--- src/rtl/muldiv_pkg.sv ---
// Shared types and constants for the RV32M multiply/divide unit.
// Optional build macro used by muldiv_unit: MULDIV_FAST_MUL_EN.
package muldiv_pkg;

   localparam int MD_DATA_WIDTH    = 32;
   localparam int MD_OPCODE_LENGTH = 3;
   localparam int MD_CNT_W         = $clog2(MD_DATA_WIDTH);
   localparam logic [MD_DATA_WIDTH-1:0] MD_MOST_NEG = {1'b1, {(MD_DATA_WIDTH-1){1'b0}}};

   typedef enum logic [2:0] {
      MD_MUL    = 3'b000,
      MD_MULH   = 3'b001,
      MD_MULHSU = 3'b010,
      MD_MULHU  = 3'b011,
      MD_DIV    = 3'b100,
      MD_DIVU   = 3'b101,
      MD_REM    = 3'b110,
      MD_REMU   = 3'b111
   } md_op_e;

   typedef enum logic [1:0] {
      IDLE = 2'd0,
      CALC = 2'd1,
      FIX  = 2'd2,
      DONE = 2'd3
   } md_state_e;

   // rs1 is treated as signed for these operations
   function automatic logic md_a_signed(input md_op_e op);
      return (op == MD_MUL) || (op == MD_MULH) || (op == MD_MULHSU) ||
             (op == MD_DIV) || (op == MD_REM);
   endfunction

   // rs2 is treated as signed for these operations
   function automatic logic md_b_signed(input md_op_e op);
      return (op == MD_MUL) || (op == MD_MULH) || (op == MD_DIV) || (op == MD_REM);
   endfunction

endpackage

--- src/rtl/muldiv_sign_fix.sv ---
// Turns the unsigned product/quotient/remainder into the final RV32M result:
// applies sign correction, picks hi/lo product half, and handles
// divide-by-zero and signed-overflow cases.
module muldiv_sign_fix
   import muldiv_pkg::*;
#(
   parameter int DATA_WIDTH = MD_DATA_WIDTH
) (
   input  logic [2*DATA_WIDTH-1:0] prod_i,
   input  logic [DATA_WIDTH-1:0]   quo_i,
   input  logic [DATA_WIDTH-1:0]   rem_i,
   input  logic [DATA_WIDTH-1:0]   dividend_i,
   input  logic                    neg_ab_i,
   input  logic                    neg_a_i,
   input  logic                    div0_i,
   input  logic                    ovf_i,
   input  md_op_e                  op_i,
   output logic [DATA_WIDTH-1:0]   result_o
);

   localparam logic [DATA_WIDTH-1:0] MOST_NEG = {1'b1, {(DATA_WIDTH-1){1'b0}}};

   logic [2*DATA_WIDTH-1:0] prod_fix;
   logic [DATA_WIDTH-1:0]   quo_fix;
   logic [DATA_WIDTH-1:0]   rem_fix;

   assign prod_fix = neg_ab_i ? -prod_i : prod_i;
   assign quo_fix  = neg_ab_i ? -quo_i  : quo_i;
   assign rem_fix  = neg_a_i  ? -rem_i  : rem_i;

   // Final result select per operation, special division cases first
   always_comb begin
      result_o = '0;
      case (op_i)
         MD_MUL:                        result_o = prod_fix[DATA_WIDTH-1:0];
         MD_MULH, MD_MULHSU, MD_MULHU:  result_o = prod_fix[2*DATA_WIDTH-1:DATA_WIDTH];
         MD_DIV, MD_DIVU: begin
            if (div0_i)     result_o = '1;
            else if (ovf_i) result_o = MOST_NEG;
            else            result_o = quo_fix;
         end
         MD_REM, MD_REMU: begin
            if (div0_i)     result_o = dividend_i;
            else if (ovf_i) result_o = '0;
            else            result_o = rem_fix;
         end
         default:           result_o = '0;
      endcase
   end

endmodule

--- src/rtl/muldiv_unit.sv ---
// Multi-cycle RV32M multiply/divide unit for the EX stage.
// Operands are reduced to magnitudes at launch, iterated unsigned
// (shift-add multiply, restoring divide), then sign-fixed.
// Optional build macro: MULDIV_FAST_MUL_EN gives single-cycle multiplies.
//
// state | meaning
// IDLE  | waiting for Start
// CALC  | one multiply/divide iteration per cycle, counter 0..DATA_WIDTH-1
// FIX   | sign correction / half select, Result loaded on exit
// DONE  | Done pulse, Result valid
module muldiv_unit
   import muldiv_pkg::*;
#(
   parameter int DATA_WIDTH    = MD_DATA_WIDTH,
   parameter int OPCODE_LENGTH = MD_OPCODE_LENGTH
) (
   input  logic                     clk,
   input  logic                     reset_n,
   input  logic                     Start,
   input  logic                     Flush,
   input  logic [OPCODE_LENGTH-1:0] Operation,
   input  logic [DATA_WIDTH-1:0]    SrcA,
   input  logic [DATA_WIDTH-1:0]    SrcB,
   output logic                     Busy,
   output logic                     Done,
   output logic [DATA_WIDTH-1:0]    Result
);

   localparam int CNT_W = $clog2(DATA_WIDTH);
   localparam logic [CNT_W-1:0]      CNT_LAST = CNT_W'(DATA_WIDTH-1);
   localparam logic [DATA_WIDTH-1:0] MOST_NEG = {1'b1, {(DATA_WIDTH-1){1'b0}}};

   md_state_e               state_q, state_d;
   md_op_e                  op_q, op_d;
   logic [CNT_W-1:0]        cnt_q, cnt_d;
   logic [2*DATA_WIDTH-1:0] acc_q, acc_d;
   logic [DATA_WIDTH-1:0]   a_q, a_d, b_q, b_d, dvd_q, dvd_d, result_q, result_d;
   logic                    neg_ab_q, neg_ab_d, neg_a_q, neg_a_d;
   logic                    div0_q, div0_d, ovf_q, ovf_d;

   md_op_e                  launch_op;
   logic                    sign_a, sign_b;
   logic [DATA_WIDTH-1:0]   mag_a, mag_b;
   logic [DATA_WIDTH:0]     mul_sum, div_trial;
   logic [2*DATA_WIDTH-1:0] mul_step, div_step, prod_src;
   logic [DATA_WIDTH-1:0]   fix_result;

   assign launch_op = md_op_e'(Operation[2:0]);
   assign sign_a    = md_a_signed(launch_op) & SrcA[DATA_WIDTH-1];
   assign sign_b    = md_b_signed(launch_op) & SrcB[DATA_WIDTH-1];
   assign mag_a     = sign_a ? -SrcA : SrcA;
   assign mag_b     = sign_b ? -SrcB : SrcB;

   // Multiply: multiplier sits in the low half and is consumed LSB first
   assign mul_sum  = {1'b0, acc_q[2*DATA_WIDTH-1:DATA_WIDTH]} +
                     {1'b0, (acc_q[0] ? a_q : {DATA_WIDTH{1'b0}})};
   assign mul_step = {mul_sum, acc_q[DATA_WIDTH-1:1]};

   // Divide: {remainder, dividend/quotient}; trial is one bit wider so the
   // shifted remainder never overflows before the compare
   assign div_trial = {acc_q[2*DATA_WIDTH-1:DATA_WIDTH], acc_q[DATA_WIDTH-1]} - {1'b0, b_q};
   assign div_step  = div_trial[DATA_WIDTH] ?
                      {acc_q[2*DATA_WIDTH-2:0], 1'b0} :
                      {div_trial[DATA_WIDTH-1:0], acc_q[DATA_WIDTH-2:0], 1'b1};

`ifdef MULDIV_FAST_MUL_EN
   logic [2*DATA_WIDTH-1:0] fast_prod;
   assign fast_prod = {{DATA_WIDTH{1'b0}}, a_q} * {{DATA_WIDTH{1'b0}}, b_q};
   assign prod_src  = op_q[2] ? acc_q : fast_prod;
`else
   assign prod_src  = acc_q;
`endif

   muldiv_sign_fix #(.DATA_WIDTH(DATA_WIDTH)) u_sign_fix (
      .prod_i     (prod_src),
      .quo_i      (acc_q[DATA_WIDTH-1:0]),
      .rem_i      (acc_q[2*DATA_WIDTH-1:DATA_WIDTH]),
      .dividend_i (dvd_q),
      .neg_ab_i   (neg_ab_q),
      .neg_a_i    (neg_a_q),
      .div0_i     (div0_q),
      .ovf_i      (ovf_q),
      .op_i       (op_q),
      .result_o   (fix_result)
   );

   // Next-state, operand capture and iteration datapath
   always_comb begin
      state_d  = state_q;
      op_d     = op_q;
      cnt_d    = cnt_q;
      acc_d    = acc_q;
      a_d      = a_q;
      b_d      = b_q;
      dvd_d    = dvd_q;
      neg_ab_d = neg_ab_q;
      neg_a_d  = neg_a_q;
      div0_d   = div0_q;
      ovf_d    = ovf_q;
      result_d = result_q;
      case (state_q)
         IDLE: begin
            if (Start && !Flush) begin
               op_d     = launch_op;
               a_d      = mag_a;
               b_d      = mag_b;
               dvd_d    = SrcA;
               neg_ab_d = sign_a ^ sign_b;
               neg_a_d  = sign_a;
               div0_d   = (SrcB == '0);
               ovf_d    = (launch_op == MD_DIV) && (SrcA == MOST_NEG) && (SrcB == '1);
               acc_d    = Operation[2] ? {{DATA_WIDTH{1'b0}}, mag_a} : {{DATA_WIDTH{1'b0}}, mag_b};
               cnt_d    = '0;
`ifdef MULDIV_FAST_MUL_EN
               state_d  = Operation[2] ? CALC : FIX;
`else
               state_d  = CALC;
`endif
            end
         end
         CALC: begin
            acc_d = op_q[2] ? div_step : mul_step;
            if (cnt_q == CNT_LAST) begin
               cnt_d   = '0;
               state_d = FIX;
            end else begin
               cnt_d   = cnt_q + 1'b1;
            end
         end
         FIX: begin
            result_d = fix_result;
            state_d  = DONE;
         end
         DONE:    state_d = IDLE;
         default: state_d = IDLE;
      endcase
      if (Flush && (state_q != IDLE)) begin
         state_d  = IDLE;
         cnt_d    = '0;
         result_d = result_q;
      end
   end

   // State and datapath registers with synchronous active-low reset
   always_ff @(posedge clk) begin
      if (!reset_n) begin
         state_q  <= IDLE;
         op_q     <= MD_MUL;
         cnt_q    <= '0;
         acc_q    <= '0;
         a_q      <= '0;
         b_q      <= '0;
         dvd_q    <= '0;
         neg_ab_q <= 1'b0;
         neg_a_q  <= 1'b0;
         div0_q   <= 1'b0;
         ovf_q    <= 1'b0;
         result_q <= '0;
      end else begin
         state_q  <= state_d;
         op_q     <= op_d;
         cnt_q    <= cnt_d;
         acc_q    <= acc_d;
         a_q      <= a_d;
         b_q      <= b_d;
         dvd_q    <= dvd_d;
         neg_ab_q <= neg_ab_d;
         neg_a_q  <= neg_a_d;
         div0_q   <= div0_d;
         ovf_q    <= ovf_d;
         result_q <= result_d;
      end
   end

   assign Busy   = (state_q != IDLE);
   assign Done   = (state_q == DONE);
   assign Result = result_q;

endmodule
--- config.mk ---
export PLATFORM = sky130hd
export DESIGN_NAME = muldiv_unit
export DESIGN_NICKNAME = d
export VERILOG_FILES = /design/src/rtl/muldiv_pkg.sv /design/src/rtl/muldiv_sign_fix.sv /design/src/rtl/muldiv_unit.sv
export SDC_FILE = /design/constraint.sdc
export NUM_CORES = 1
export LEC_CHECK = 0
export CORE_ASPECT_RATIO = 1.25
export CORE_UTILIZATION = 61
export CTS_BUF_LIST = sky130_fd_sc_hd__clkbuf_16
export DETAILED_ROUTE_END_ITERATION = 10
export PLACE_DENSITY = 0.82
export SYNTH_ARGS = -nofsm -noshare
export SYNTH_HDL_FRONTEND = slang
export SYNTH_SLANG_ARGS = --single-unit
--- constraint.sdc ---
create_clock -name clk -period 4.2 [get_ports clk]
set_input_delay 1.05 -clock clk [delete_from_list [all_inputs] [get_ports clk]]
set_output_delay 1.05 -clock clk [all_outputs]
set_load 0.05 [all_outputs]
Yosys cells after proc, flatten, opt, wreduce, memory -nomap -nowiden
Index checks and enable logic that the tools add are counted.
{"block": "classes", "n_mux": 22, "add_sub_neg": 8, "bitwise_logic": 5, "reduce_logical": 25, "eq_ne": 19}
{"op": "32-bit 2-to-1 mux", "count": 10}
{"op": "64-bit 2-to-1 mux", "count": 4}
{"op": "32-bit negator", "count": 4}
{"op": "32-bit case mux with 4 select lines", "count": 1}
{"op": "64-bit case mux with 2 select lines", "count": 1}
{"op": "32-bit equality test, second input constant", "count": 2}
{"op": "64-bit negator", "count": 1}
{"op": "32-bit by 32-bit adder with 33-bit output", "count": 1}
{"op": "33-bit by 32-bit subtractor with 33-bit output", "count": 1}
{"op": "32-bit logical NOT", "count": 1}
{"op": "3-bit equality test, second input constant", "count": 6}
{"op": "5-bit 2-to-1 mux", "count": 2}
{"op": "5-bit case mux with 2 select lines", "count": 1}
{"op": "3-bit by 2-bit equality test with 1-bit output, second input constant", "count": 3}
{"op": "2-bit case mux with 4 select lines", "count": 1}
{"op": "2-bit AND reduction", "count": 4}
{"op": "3-bit by 1-bit equality test with 1-bit output, second input constant", "count": 2}
{"op": "3-bit logical NOT", "count": 2}
{"op": "1-bit logical OR", "count": 6}
{"op": "2-bit OR reduction", "count": 3}
{"op": "5-bit by 1-bit adder with 5-bit output, second input constant", "count": 1}
{"op": "5-bit equality test, second input constant", "count": 1}
{"op": "2-bit equality test, second input constant", "count": 2}
{"op": "1-bit logical AND", "count": 4}
{"op": "other kinds (10)", "count": 15}
{"block": "word_totals", "output_inout_bits": 34, "ff_bits": 206, "word_cells": 91, "input_bits": 71}

Logic depth before layout (Yosys ltp)
{"block": "depth", "word_depth": 10, "depth_mapped": 15, "depth_no_buf": 13}

By module
From an unflattened synthesis, not the netlist that was laid out.
{"block": "unflattened", "cells_unflattened": 2391, "area_unflattened_um2": 17658.2}
{"mod": "muldiv_unit", "instances": 1, "seq_area_each_um2": 4103.9, "area_per_inst_um2": 13240.2, "cells_each": 1712}
{"mod": "muldiv_sign_fix", "instances": 1, "seq_area_each_um2": 0.0, "area_per_inst_um2": 4418.0, "cells_each": 679}

Worst setup path before layout
OpenSTA, ideal clock, no wires.
{"block": "synth_timing", "path_kind": "input to register", "startpoint": "input port SrcA[6]", "endpoint": "register acc_q[27]", "arrival_time_ns": 3.232, "slack_ns": 0.836, "cell_stages": 9, "path_buffers": 0, "setup_ns": 0.132, "required_time_ns": 4.068, "cell_sequence": "or4_4 -> or4_4 -> or4_1 -> nor2_1 -> nor2_1 -> xnor2_1 -> o22ai_1 -> a21oi_1 -> a21oi_1"}
{"block": "synth_via", "elab_chain_cells": 5}
{"item": "start: declaration", "line_no": "muldiv_unit.sv:22", "text": "input logic [DATA_WIDTH-1:0] SrcA,"}
{"item": "32-bit negator", "line_no": "muldiv_unit.sv:51", "text": "assign mag_a = sign_a ? -SrcA : SrcA;"}
{"item": "32-bit 2-to-1 mux", "line_no": "muldiv_unit.sv:51"}
{"item": "32-bit 2-to-1 mux", "line_no": "muldiv_unit.sv:112", "text": "acc_d = Operation[2] ? {{DATA_WIDTH{1'b0}}, mag_a} : {{DATA_WIDTH{1'b0}}, mag_b};"}
{"item": "64-bit 2-to-1 mux", "line_no": "muldiv_unit.sv:103", "text": "if (Start && !Flush) begin"}
{"item": "64-bit case mux with 2 select lines", "line_no": "muldiv_unit.sv:101", "text": "case (state_q)"}
{"item": "end signal: assignment", "line_no": "muldiv_unit.sv:150", "text": "acc_q <= '0;"}
{"item": "end signal: assignment", "line_no": "muldiv_unit.sv:163", "text": "acc_q <= acc_d;"}
{"item": "end: declaration", "line_no": "muldiv_unit.sv:36", "text": "logic [2*DATA_WIDTH-1:0] acc_q, acc_d;"}
Every way passes these cells. The select of a mux whose other input is x is not followed.
A chain may end at the register's enable or synchronous reset.

Worst setup path after layout
{"block": "layout_timing", "startpoint": "register acc_q[0]", "endpoint": "register acc_q[56]"}
{"block": "layout_via", "elab_chain_cells": 4}
{"item": "32-bit 2-to-1 mux", "line_no": "muldiv_unit.sv:56", "text": "{1'b0, (acc_q[0] ? a_q : {DATA_WIDTH{1'b0}})};"}
{"item": "32-bit by 32-bit adder with 33-bit output", "line_no": "muldiv_unit.sv:55", "text": "assign mul_sum = {1'b0, acc_q[2*DATA_WIDTH-1:DATA_WIDTH]} +"}
{"item": "64-bit 2-to-1 mux", "line_no": "muldiv_unit.sv:122", "text": "acc_d = op_q[2] ? div_step : mul_step;"}
{"item": "64-bit case mux with 2 select lines", "line_no": "muldiv_unit.sv:101"}
Every way passes these cells.

==> metrics.txt <==
Slew Limit Fails=0; worst slack, placed=112 ps; Worst path slowest cell=dfxtp_1; synthesized area per cell=7.40 um^2; met3 routed wirelength=7920 um; Buffers & Inverters on Critical Path=2; setup bufs post-CTS=0; top_reg_cell synth=dfxtp_1; DRC violations left=1; worst path arrival time=4210 ps; #FFs+latches synth=205; Ports=105; Sequential Power Share=30.6%; status=finished with violations; DPL Wire Length=50,900 um; Sink Count=205; final core utilization=71.1%; TritonRoute pass-1 iters=11; Metal-1 WL=24,300 um; Final GP Congestion=1.09; worst hold path class=reg2reg; proportion of layout cells with a drive suffix above 1=8.24%; clock skew=14.0 ps; combinational power share=44.2%; vias per inst=7.01; root buffer cell=clkbuf_16; clk_lat worst skew=540 ps; area of the multi-input gates=12,000 um^2; final setup violating endpoints=0; Total GRT Usage=47.1%; Final TNS setup=0 ps; crit-path leading delay family=compound AO/OA/AOI/OAI gates; antenna violations before repair=0; CP Class=reg2reg; Clock Power Share=25.2%; Mapped Nets=2,444; pwr dens=448 nW/um^2; final net count=2,486; clk slew on worst S/H paths=60 ps; failing checks=design-rule violations; top sig layer=met4; FP Rows=67; Port Buffers=104; Worst Slack Setup Final=402 ps; period utilization=90.4%; Fmax achieved=263 MHz; startpoint types=flip-flop; RSZ-0062 raised after global routing=no; Max-slew headroom=29.0%; Routed wire per std cell=25.0 um; Initial Util=62.7%; final WL=67,600 um; GRT overflow=0; first-pass GRT wire length=101,000 um; vias in the first global route=17,600; WP data required=4610 ps; Filler cells=2,275; largest net degree at the start of global routing=134; worst-path maximum fanout=13; detailed router's first-iteration violation count=2,428; Synth Warn #=0; NetSw=0.00373 W; cts bufs inserted=23; die area=28,500 um^2; mapped cell area=17,000 um^2; Internal Power=0.00489 W; Leak=7.62 nW; Min Hold Slack=431 ps; Core ar.=27,100 um^2; Netlist cell types=86; fraction of registers with async set/reset=0%; CTS Hold Buffers Added=0; register area share after synthesis=24.2%; Syn Inst Count=2,296; maximum VDD drop=0.000621 V; CTS tree=yes; max incr delay on CP=630 ps; critical path endpoint category=flip-flop; worst slew pin tran=1040 ps; max cap viols=0; routed via count=18,900; met2 wire len=29,300 um; H-tree Lvls=1; Antenna Violating Nets Remaining=0; overall power=0.00862 W; Syn-to-layout area delta=13.4%; CP cell instances=buf_4 > and2_1 > ha_1 > and2_1 > nand2_1 > o41ai_1 > nor2_1 > o21a_1 > o21ai_0 > buf_4 > a41oi_1 > xnor2_1 > a221o_1; sw frac=43.3%; Die Span Y=189 um; Reg area=4110 um^2; Post-synth EDFFs=0; CTS max path bufs=3; Final min period=3800 ps; post-CTS sizing=0; die width=151 um; final count of hold timing violations=0
path summary, 6_finish.rpt:
kind / cells past startpoint / slack, ps / endpoint / from
hold / removal: 2 / 430 / Result[4] / Result[4]
setup / recovery: 13 / 400 / acc_q[56] / acc_q[0]
setup reg to reg: 13 / 400 / acc_q[56] / acc_q[0]
hold reg to reg: 2 / 430 / Result[4] / Result[4]
power by group through the flow:
stage / logic [W] / clock network (W) / registers, W
5_1_grt: 0.00402 / 0.00225 / 0.00265
6_report: 0.00381 / 0.00217 / 0.00264
3_5_place_dp: 0.00362 / 0 / 0.00264
3_3_place_gp: 0.00354 / 0 / 0.00263
4_1_cts: 0.00364 / 0.00217 / 0.00260
2_1_floorplan: 0.00244 / 0 / 0.00257
sequential cells by signal, indices dropped and copies added, names as in the netlist, 2 cells and up:
name,flops
b_q,32
cnt_q,5
op_q,3
a_q,32
dvd_q,31
acc_q,64
state_q,2
Result,32
kinds of logic (layout without fill, tap and decap cells):
kind of cell,count (synthesis),in the layout,share of synthesized area (%)
AO/OA/AOI/OAI,773,773,29.3
XOR/XNOR,179,179,9.28
adder cells (fa/ha/maj),77,77,5.76
buffers and inverters,235,293,5.44
flip-flops,205,205,24.2
multiplexers,71,71,4.38
other,0,1,0
AND/OR/NAND/NOR,756,756,21.7
synthesized netlist by cell type (all sizes together), types with 19 or more instances:
cell / n / area [um^2]
a211oi: 82 / 621
a21o: 38 / 285
a21oi: 226 / 1130
a221oi: 19 / 166
a22oi: 26 / 195
and2: 50 / 313
buf: 19 / 100
clkbuf: 151 / 579
dfxtp: 205 / 4100
ha: 75 / 938
inv: 63 / 236
mux2: 26 / 293
mux2i: 45 / 450
nand2: 252 / 951
nand3: 33 / 165
nor2: 206 / 773
nor3: 42 / 215
nor4: 23 / 180
o211ai: 25 / 188
o21ai: 177 / 886
o221ai: 20 / 181
o31ai: 28 / 210
or3: 22 / 138
or4: 31 / 259
xnor2: 98 / 866
xor2: 81 / 709
through the flow:
| stage | std cells | cell area, um^2 |
|---|---|---|
| floorplan | 2296 | 17000 |
| global placement | 2657 | 18500 |
| detailed placement | 2657 | 18500 |
| CTS | 2698 | 19200 |
| global route | 2699 | 19300 |
| finish | 2700 | 19300 |
worst reg2reg max path: stages, from the launching register on:
cell,delay [ps]
dfxtp_1,630
buf_4,280
and2_1,210
ha_1,220
and2_1,200
nand2_1,80
o41ai_1,560
nor2_1,200
o21a_1,280
o21ai_0,170
buf_4,160
a41oi_1,160
xnor2_1,180
a221o_1,340
final cells by class:
class / count / share of cell area, %
multi-input cells: 1856 / 62.3
inverters: 65 / 1.28
clock inverters: 18 / 1.10
repair buffers: 187 / 8.74
well taps: 345 / 2.24
diodes: 1 / 0.0130
clock buffers: 23 / 2.99
flip-flops and latches: 205 / 21.3
placed cells by master, fill, tap and decap left out, types with 22 or more instances in the layout:
cell / netlist / routed
a211oi_1: 81 / 81
a21o_1: 38 / 38
a21oi_1: 226 / 225
a22oi_1: 26 / 26
and2_1: 50 / 50
buf_4: 0 / 81
clkbuf_16: 0 / 23
clkdlybuf4s50_1: 0 / 103
dfxtp_1: 205 / 203
ha_1: 75 / 75
inv_1: 63 / 64
mux2_2: 26 / 26
mux2i_1: 45 / 45
nand2_1: 250 / 250
nand3_1: 33 / 33
nor2_1: 206 / 205
nor3_1: 41 / 40
o211ai_1: 25 / 25
o21ai_0: 165 / 165
o31ai_1: 28 / 28
or3_1: 22 / 22
or4_1: 24 / 24
xnor2_1: 97 / 97
xor2_1: 81 / 81
metal layers:
metal | vias to the layer above | global-route usage, %
li1 | 8460 | -
met1 | 8775 | 58.1
met2 | 1381 | 72.7
met3 | 310 | 9.23
met4 | 0 | 33.7
met5 | - | 0
Note: power is estimated with default switching activity, not from simulation.
